<file path="config.mk">
export PLATFORM = sky130hd
export DESIGN_NAME = mlp_seq_ctrl_flat
export DESIGN_NICKNAME = d
export VERILOG_FILES = /design/src/rtl/mlp_pkg.sv /design/src/rtl/mlp_seq_ctrl_if.sv /design/src/rtl/mlp_beat_cnt.sv /design/src/rtl/mlp_seq_ctrl.sv /design/src/flat_wrapper.sv
export SDC_FILE = /design/constraint.sdc
export NUM_CORES = 1
export LEC_CHECK = 0
export BUFFER_PORTS_ARGS = -buffer_cell sky130_fd_sc_hd__buf_2
export CORE_MARGIN = 2
export CORE_UTILIZATION = 56
export DETAILED_ROUTE_END_ITERATION = 12
export GPL_TIMING_DRIVEN = 0
export HOLD_SLACK_MARGIN = 0.15
export PLACE_DENSITY = 0.83
export SYNTH_ARGS = -nofsm -noshare
export SYNTH_HDL_FRONTEND = slang
export SYNTH_SLANG_ARGS = --single-unit
</file>
<file path="constraint.sdc">
create_clock -name clk -period 8.3 [get_ports clk]
set_input_delay 0.83 -clock clk [delete_from_list [all_inputs] [get_ports clk]]
set_output_delay 0.83 -clock clk [all_outputs]
set_load 0.02 [all_outputs]
</file>
<file path="src/rtl/mlp_pkg.sv">
// Shared constants, state encoding, stream codes and strobe bundle for the MLP sequencer.
package mlp_pkg;

    // Network shape
    localparam int unsigned N_IN  = 784;
    localparam int unsigned N_HID = 30;
    localparam int unsigned N_OUT = 10;
    localparam int unsigned CHUNK = 16;

    // Port and counter widths
    localparam int unsigned ST_W   = 4;
    localparam int unsigned CNT_W  = 15;
    localparam int unsigned CNT1_W = 11;
    localparam int unsigned IDX_W  = 5;
    localparam int unsigned ENT_W  = 7;
    localparam int unsigned STRM_W = 2;

    // Beat addressing: byte index advances by one word per accepted beat
    localparam int unsigned BEAT_BYTES  = 4;
    localparam int unsigned BIAS_LAST   = 40;
    localparam int unsigned CHUNK_LAST  = (CHUNK / 4 - 1) * BEAT_BYTES;
    localparam int unsigned W2_LAST     = 56;
    localparam int unsigned L1_MAC_LAST = 8;

    typedef enum logic [ST_W-1:0] {
        ST_IDLE       = 4'd0,
        ST_LOAD_BIAS  = 4'd1,
        ST_LOAD_CHUNK = 4'd2,
        ST_L1_MAC     = 4'd3,
        ST_L1_COMMIT  = 4'd4,
        ST_SIGMOID    = 4'd5,
        ST_LOAD_W2    = 4'd6,
        ST_L2_MAC     = 4'd7,
        ST_DONE       = 4'd8
    } state_e;

    typedef enum logic [STRM_W-1:0] {
        STREAM_BIAS  = 2'd0,
        STREAM_CHUNK = 2'd1,
        STREAM_W2    = 2'd2
    } stream_e;

    typedef struct packed {
        logic load_start;
        logic load_weight;
        logic layer1_start;
        logic layer2_start;
        logic sigmoid_start;
        logic read;
    } dp_strobe_t;

    // W2 bank entry: second neuron of a bank sits N_HID entries past the first;
    // the commit cycle (c21 = N_HID) holds the last valid entry.
    function automatic logic [ENT_W-1:0] l2_entry(input logic [IDX_W-1:0] c3,
                                                  input logic [IDX_W-1:0] c21);
        logic [IDX_W-1:0] par;
        logic [ENT_W-1:0] base;
        logic [ENT_W-1:0] off;
        par  = c3 & IDX_W'(1);
        base = (par != '0) ? ENT_W'(N_HID) : '0;
        off  = (c21 > IDX_W'(N_HID - 1)) ? ENT_W'(N_HID - 1) : ENT_W'(c21);
        return base + off;
    endfunction

endpackage

</file>
<file path="src/rtl/mlp_seq_ctrl_if.sv">
// Host request/status and operand stream handshake between sequencer and its environment.
interface mlp_seq_ctrl_if;
    import mlp_pkg::*;

    logic              start;
    logic              busy;
    logic              done;
    logic              mem_valid;
    logic              mem_req;
    logic [STRM_W-1:0] mem_stream;

    modport master (
        input  start,
        input  mem_valid,
        output busy,
        output done,
        output mem_req,
        output mem_stream
    );

    modport slave (
        output start,
        output mem_valid,
        input  busy,
        input  done,
        input  mem_req,
        input  mem_stream
    );

endinterface

</file>
<file path="src/rtl/mlp_beat_cnt.sv">
// Stall-aware step-4 beat counter: next value and terminal detect for the load states.
module mlp_beat_cnt
    import mlp_pkg::*;
(
    input  logic [CNT_W-1:0] cnt,
    input  logic             active,
    input  logic             valid,
    input  logic [CNT_W-1:0] last,
    output logic             step_c,
    output logic             last_c,
    output logic [CNT_W-1:0] next_c
);

    // A beat is consumed only when a load state sees a valid word
    always_comb begin
        step_c = active & valid;
        last_c = step_c & (cnt == last);
        next_c = cnt + CNT_W'(BEAT_BYTES);
    end

endmodule

</file>
<file path="src/rtl/mlp_seq_ctrl.sv">
// Phase sequencer for the 784-30-10 MLP MAC datapath.
module mlp_seq_ctrl
    import mlp_pkg::*;
(
    input  logic              clk,
    input  logic              rst,
    mlp_seq_ctrl_if.master    bus,
    output logic [ST_W-1:0]   FSM_STATE,
    output logic              load_start,
    output logic              load_weight,
    output logic              layer1_start,
    output logic              layer2_start,
    output logic              sigmoid_start,
    output logic              read,
    output logic [CNT_W-1:0]  counter,
    output logic [CNT1_W-1:0] counter1,
    output logic [IDX_W-1:0]  counter2,
    output logic [IDX_W-1:0]  counter3,
    output logic [IDX_W-1:0]  counter2_1,
    output logic [ENT_W-1:0]  counter2_2
);

    state_e              state_q, state_d;
    logic [CNT_W-1:0]    counter_q, counter_d;
    logic [CNT1_W-1:0]   counter1_q, counter1_d;
    logic [IDX_W-1:0]    counter2_q, counter2_d;
    logic [IDX_W-1:0]    counter3_q, counter3_d;
    logic [IDX_W-1:0]    counter2_1_q, counter2_1_d;
    logic [ENT_W-1:0]    counter2_2_q, counter2_2_d;

    logic                mem_req_c;
    logic [CNT_W-1:0]    beat_term_c;
    logic                beat_step_c;
    logic                beat_last_c;
    logic [CNT_W-1:0]    beat_next_c;
    dp_strobe_t          strobe_c;
    stream_e             stream_c;

    // Load states request beats; terminal index depends on the stream being fetched
    always_comb begin
        mem_req_c   = (state_q == ST_LOAD_BIAS) || (state_q == ST_LOAD_CHUNK) ||
                      (state_q == ST_LOAD_W2);
        beat_term_c = CNT_W'(W2_LAST);
        case (state_q)
            ST_LOAD_BIAS:  beat_term_c = CNT_W'(BIAS_LAST);
            ST_LOAD_CHUNK: beat_term_c = CNT_W'(CHUNK_LAST);
            default:       beat_term_c = CNT_W'(W2_LAST);
        endcase
    end

    mlp_beat_cnt u_beat_cnt (
        .cnt    (counter_q),
        .active (mem_req_c),
        .valid  (bus.mem_valid),
        .last   (beat_term_c),
        .step_c (beat_step_c),
        .last_c (beat_last_c),
        .next_c (beat_next_c)
    );

    // Next-state, counter updates and datapath strobes
    always_comb begin
        state_d      = state_q;
        counter_d    = counter_q;
        counter1_d   = counter1_q;
        counter2_d   = counter2_q;
        counter3_d   = counter3_q;
        counter2_1_d = counter2_1_q;
        counter2_2_d = '0;
        strobe_c     = '0;
        stream_c     = STREAM_BIAS;

        case (state_q)
            ST_IDLE: begin
                if (bus.start) begin
                    state_d = ST_LOAD_BIAS;
                end
            end

            ST_LOAD_BIAS: begin
                strobe_c.load_start = beat_step_c;
                if (beat_last_c) begin
                    counter_d  = '0;
                    counter1_d = '0;
                    counter2_d = '0;
                    state_d    = ST_LOAD_CHUNK;
                end else if (beat_step_c) begin
                    counter_d = beat_next_c;
                end
            end

            ST_LOAD_CHUNK: begin
                stream_c            = STREAM_CHUNK;
                strobe_c.read       = 1'b1;
                strobe_c.load_start = beat_step_c;
                if (beat_last_c) begin
                    counter_d = '0;
                    state_d   = ST_L1_MAC;
                end else if (beat_step_c) begin
                    counter_d = beat_next_c;
                end
            end

            ST_L1_MAC: begin
                strobe_c.read         = 1'b1;
                strobe_c.layer1_start = 1'b1;
                if (counter_q == CNT_W'(L1_MAC_LAST)) begin
                    counter_d  = '0;
                    counter1_d = counter1_q + CNT1_W'(CHUNK);
                    state_d    = (counter1_d == CNT1_W'(N_IN)) ? ST_L1_COMMIT : ST_LOAD_CHUNK;
                end else begin
                    counter_d = CNT_W'(L1_MAC_LAST);
                end
            end

            ST_L1_COMMIT: begin
                strobe_c.read         = 1'b1;
                strobe_c.layer1_start = 1'b1;
                counter1_d            = '0;
                if (counter2_q == IDX_W'(N_HID - 1)) begin
                    counter2_d = '0;
                    state_d    = ST_SIGMOID;
                end else begin
                    counter2_d = counter2_q + IDX_W'(1);
                    state_d    = ST_LOAD_CHUNK;
                end
            end

            ST_SIGMOID: begin
                strobe_c.read          = 1'b1;
                strobe_c.sigmoid_start = 1'b1;
                if (counter2_q == IDX_W'(N_HID)) begin
                    counter2_d = '0;
                    counter3_d = '0;
                    state_d    = ST_LOAD_W2;
                end else begin
                    counter2_d = counter2_q + IDX_W'(1);
                end
            end

            ST_LOAD_W2: begin
                stream_c             = STREAM_W2;
                strobe_c.read        = 1'b1;
                strobe_c.load_weight = beat_step_c;
                if (beat_last_c) begin
                    counter_d    = '0;
                    counter2_1_d = '0;
                    state_d      = ST_L2_MAC;
                end else if (beat_step_c) begin
                    counter_d = beat_next_c;
                end
            end

            ST_L2_MAC: begin
                strobe_c.layer2_start = 1'b1;
                if (counter2_1_q == IDX_W'(N_HID)) begin
                    counter2_1_d = '0;
                    counter3_d   = counter3_q + IDX_W'(1);
                    if (counter3_d == IDX_W'(N_OUT)) begin
                        state_d = ST_DONE;
                    end else if (!counter3_d[0]) begin
                        state_d = ST_LOAD_W2;
                    end
                end else begin
                    counter2_1_d = counter2_1_q + IDX_W'(1);
                end
            end

            ST_DONE: begin
                state_d = ST_IDLE;
            end

            default: begin
                state_d = ST_IDLE;
            end
        endcase

        if (state_d == ST_L2_MAC) begin
            counter2_2_d = l2_entry(counter3_d, counter2_1_d);
        end
    end

    // State and counter registers with synchronous reset
    always_ff @(posedge clk) begin
        if (rst) begin
            state_q      <= ST_IDLE;
            counter_q    <= '0;
            counter1_q   <= '0;
            counter2_q   <= '0;
            counter3_q   <= '0;
            counter2_1_q <= '0;
            counter2_2_q <= '0;
        end else begin
            state_q      <= state_d;
            counter_q    <= counter_d;
            counter1_q   <= counter1_d;
            counter2_q   <= counter2_d;
            counter3_q   <= counter3_d;
            counter2_1_q <= counter2_1_d;
            counter2_2_q <= counter2_2_d;
        end
    end

    assign FSM_STATE      = state_q;
    assign bus.mem_req    = mem_req_c;
    assign bus.mem_stream = stream_c;
    assign bus.busy       = (state_q != ST_IDLE) && (state_q != ST_DONE);
    assign bus.done       = (state_q == ST_DONE);
    assign load_start     = strobe_c.load_start;
    assign load_weight    = strobe_c.load_weight;
    assign layer1_start   = strobe_c.layer1_start;
    assign layer2_start   = strobe_c.layer2_start;
    assign sigmoid_start  = strobe_c.sigmoid_start;
    assign read           = strobe_c.read;
    assign counter        = counter_q;
    assign counter1       = counter1_q;
    assign counter2       = counter2_q;
    assign counter3       = counter3_q;
    assign counter2_1     = counter2_1_q;
    assign counter2_2     = counter2_2_q;

endmodule

</file>
<file path="src/flat_wrapper.sv">
// flat-port wrapper written by rule: the top's interface ports become plain ports
module mlp_seq_ctrl_flat import mlp_pkg::*;
  (clk, rst, FSM_STATE, load_start, load_weight, layer1_start, layer2_start, sigmoid_start, read, counter, counter1, counter2, counter3, counter2_1, counter2_2, bus_start, bus_mem_valid, bus_busy, bus_done, bus_mem_req, bus_mem_stream);
  mlp_seq_ctrl_if bus_i ();
  input  logic clk;
  input  logic rst;
  output logic [ST_W-1:0] FSM_STATE;
  output logic load_start;
  output logic load_weight;
  output logic layer1_start;
  output logic layer2_start;
  output logic sigmoid_start;
  output logic read;
  output logic [CNT_W-1:0] counter;
  output logic [CNT1_W-1:0] counter1;
  output logic [IDX_W-1:0] counter2;
  output logic [IDX_W-1:0] counter3;
  output logic [IDX_W-1:0] counter2_1;
  output logic [ENT_W-1:0] counter2_2;
  input wire logic [$bits(bus_i.start)-1:0] bus_start;
  input wire logic [$bits(bus_i.mem_valid)-1:0] bus_mem_valid;
  output wire logic [$bits(bus_i.busy)-1:0] bus_busy;
  output wire logic [$bits(bus_i.done)-1:0] bus_done;
  output wire logic [$bits(bus_i.mem_req)-1:0] bus_mem_req;
  output wire logic [$bits(bus_i.mem_stream)-1:0] bus_mem_stream;
  assign bus_i.start = bus_start;
  assign bus_i.mem_valid = bus_mem_valid;
  assign bus_busy = bus_i.busy;
  assign bus_done = bus_i.done;
  assign bus_mem_req = bus_i.mem_req;
  assign bus_mem_stream = bus_i.mem_stream;
  mlp_seq_ctrl u_core (.clk(clk), .rst(rst), .bus(bus_i), .FSM_STATE(FSM_STATE), .load_start(load_start), .load_weight(load_weight), .layer1_start(layer1_start), .layer2_start(layer2_start), .sigmoid_start(sigmoid_start), .read(read), .counter(counter), .counter1(counter1), .counter2(counter2), .counter3(counter3), .counter2_1(counter2_1), .counter2_2(counter2_2));
endmodule
</file>
==> impl_metrics.csv <==
group,metric,value,unit
outcome,status,"completed",
global_routing,grt_pass1_wl,12700,um
sta,timing.final.crit_share,0.401,
setup_path,cp_data_required_time,8.48,ns
sta,worst_pin_slew,0.855,ns
floorplan,core,5110,sq um
clock_tree,cts.sinks,45,
setup_path,critPathKind,"reg2reg",
clock_tree,ctsHoldBuffers,0,
clock_tree,tritoncts,"built",
logic_synthesis,yosysSeqAreaShare,0.304,
global_routing,grt_max_degree,15,
detailed_routing,ant_nets,0,
clock_tree,postCtsSetupRepairBufs,0,
detailed_routing,routed_wl,7520,um
placed_design,placed_area,3370,sq um
sta,slew_viol_final,0,
setup_path,crit_slowest_cell,"fa_1",
clock_tree,clk_path_buf_depth,2,
placed_design,gp_congestion,0.892,
placed_design,place_inst,508,
logic_synthesis,synth_cell_types,62,
cells_and_area,layout.cells.most_common,"buf_2",
detailed_routing,via_per_inst,5.86,
cells_and_area,syn_to_final_growth,17.7,%
setup_path,path_cells,"clkbuf_1, clkbuf_1, nor2b_1, nand2_1, a21o_1, nand2_1, o21ai_0, ha_1, fa_1, a21o_1, a21oi_1, nor3_1",
setup_path,cp_max_fo,10,
placed_design,dp_hpwl,5570,um
clock_tree,cts_resized,0,
global_routing,grt_pass1_vias,2733,
floorplan,start_util,0.580,
cells_and_area,layout_common_cells,"62 x buf_2, 45 x dfxtp_1, 44 x nor2_1",
detailed_routing,drt_iter0_drc,182,
placed_design,dp_slack,4.94,ns
logic_synthesis,yosys_warnings,0,
floorplan,ios,67,
sta,setup_viol,0,
cells_and_area,final_area,3490,sq um
sta,rsz0062_at_grt,"no",
logic_synthesis,async_flop_share,0,
logic_synthesis,ys_ff_latch,45,
clock_tree,insertion_delay,0.31,ns
cells_and_area,utilization,0.683,
floorplan,fp.dieW,76.8,um
detailed_routing,vias,3026,
detailed_routing,drt-pass1-iter-count,7,
pwr,ir_worst_vdd,0.0000835,V
clock_tree,htreeDepth,2,
setup_path,arrival,3.51,ns
sta,slew_headroom,0.424,
cells_and_area,nets,465,
detailed_routing,drc,0,
floorplan,die_height,76.8,um
global_routing,grt_usage,0.258,
setup_path,crit_path_end_kind,"flip-flop",
sta,fin_skew,0.0113,ns
logic_synthesis,ys_dominant_reg_cell,"dfxtp_1",
sta,min_period,3.33,ns
sta,hold_violations,0,
clock_tree,clk_pin_slew,0.09,ns
global_routing,antenna_found_initial,0,
placed_design,portBuffers,59,
logic_synthesis,synth_edf_count,0,
clock_tree,cts_buffers,5,
cells_and_area,stdcell_count,516,
pwr,p_per_area,125,nW/um^2
setup_path,cp-start-kind,"flip-flop",
floorplan,die_area,5890,sq um
min_path,worstHoldPathType,"reg2reg",
sta,fin_ws,4.97,ns
detailed_routing,wl_per_cell,14.6,um
logic_synthesis,netlist_instances,373,
cells_and_area,diodes,0,
logic_synthesis,syn_avg_cell_area,7.95,sq um
pwr,p_leak,1.59,nW
setup_path,slowest_delay,0.41,ns
global_routing,grt_overflow,0,
cells_and_area,drive_above_1_share,0.211,
cells_and_area,n_fill_cell,425,
clock_tree,root_buffer,"clkbuf_8",
sta,fmax,0.300,GHz
sta,tns,0,ns
logic_synthesis,synth_area,2960,sq um
floorplan,row_count,26,
flow_run,drv_cap,0,
-- layer usage --
| layer | wire length, um | global-route usage | up-vias |
|---|---|---|---|
| li1 | - | - | 1467 |
| met1 | 3350 | 0.337 | 1432 |
| met2 | 3620 | 0.426 | 116 |
| met3 | 428 | 0.0376 | 11 |
| met4 | 114 | 0.104 | 0 |
| met5 | 0 | 0 | - |
-- final timing paths --
kind,from,to,slack (ns),cells past startpoint
worst max-delay path,u_core.FSM_STATE[2],u_core.counter2_2[5],4.97,12
worst min-delay path,u_core.counter1[10],u_core.counter1[10],0.49,2
worst max register to register,u_core.FSM_STATE[2],u_core.counter2_2[5],4.97,12
worst min register to register,u_core.counter1[10],u_core.counter1[10],0.49,2
-- sequential cells by signal, indices dropped and copies added, names as in the netlist --
| register | count |
|---|---|
| u_core.FSM_STATE | 4 |
| u_core.counter | 13 |
| u_core.counter1 | 7 |
| u_core.counter2 | 5 |
| u_core.counter2_1 | 5 |
| u_core.counter2_2 | 6 |
| u_core.counter3 | 5 |
-- power breakdown --
part           internal, mW  switching [mW]
clock                0.0980          0.0799
sequential            0.217         0.00158
combinational        0.0135          0.0265
-- synth_stat cells, drive strengths merged, types with 3 or more instances --
cell    count  share of area
dfxtp      45           0.30
a21oi      32          0.054
inv        19          0.024
mux2        3          0.014
ha         15          0.063
nor2       45          0.058
buf        11          0.027
nor3       12          0.024
xnor2       4          0.012
a21o        5          0.013
xor2       10          0.030
and3        9          0.019
clkbuf     10          0.013
nand2b      5          0.011
nand2      25          0.032
nand3      20          0.034
o21ai      19          0.032
a31oi       4         0.0084
and4        6          0.018
nor2b      10          0.021
and2        3         0.0063
nand4      11          0.023
nand4b      3         0.0089
or3         6          0.013
a211oi      3         0.0093
nor3b       3         0.0076
-- cells by family after synthesis --
kind of cell,count (synthesis),synth area share
multiplexers,4,0.0215
flip-flops,45,0.304
AO/OA/AOI/OAI,83,0.190
other,1,0.00127
XOR/XNOR,14,0.0414
AND/OR/NAND/NOR,169,0.307
buffers and inverters,41,0.0646
adder cells (fa/ha/maj),16,0.0701
-- metrics by stage --
| step | hold WS (ns) | total power [mW] |
|---|---|---|
| 6_report | 0.493 | 0.436 |
| 5_1_grt | 0.515 | 0.451 |
| 4_1_cts | 0.499 | 0.437 |
| 3_5_place_dp | 0.486 | 0.262 |
| 3_3_place_gp | 0.453 | 0.262 |
| 2_1_floorplan | 0.542 | 0.253 |
-- worst max-delay path: cells and delay by family (launching register included) --
kind / cells / cell delay (ns)
AND/OR/NAND/NOR: 4 / 0.49
adder cells (fa/ha/maj): 2 / 0.78
buffers and inverters: 2 / 0.70
AO/OA/AOI/OAI: 4 / 0.85
flip-flops: 1 / 0.35
-- cell type report --
class | instances | area, sq um | area share
Multi-Input combinational cell | 293 | 1890 | 0.543
Tap cell | 70 | 87.6 | 0.0251
Clock inverter | 2 | 37.5 | 0.0108
Buffer | 21 | 116 | 0.0333
Inverter | 20 | 75.1 | 0.0215
Sequential cell | 45 | 901 | 0.258
Clock buffer | 6 | 82.6 | 0.0237
Timing Repair Buffer | 59 | 295 | 0.0846
No activity file was read; power rests on OpenSTA's default activity.
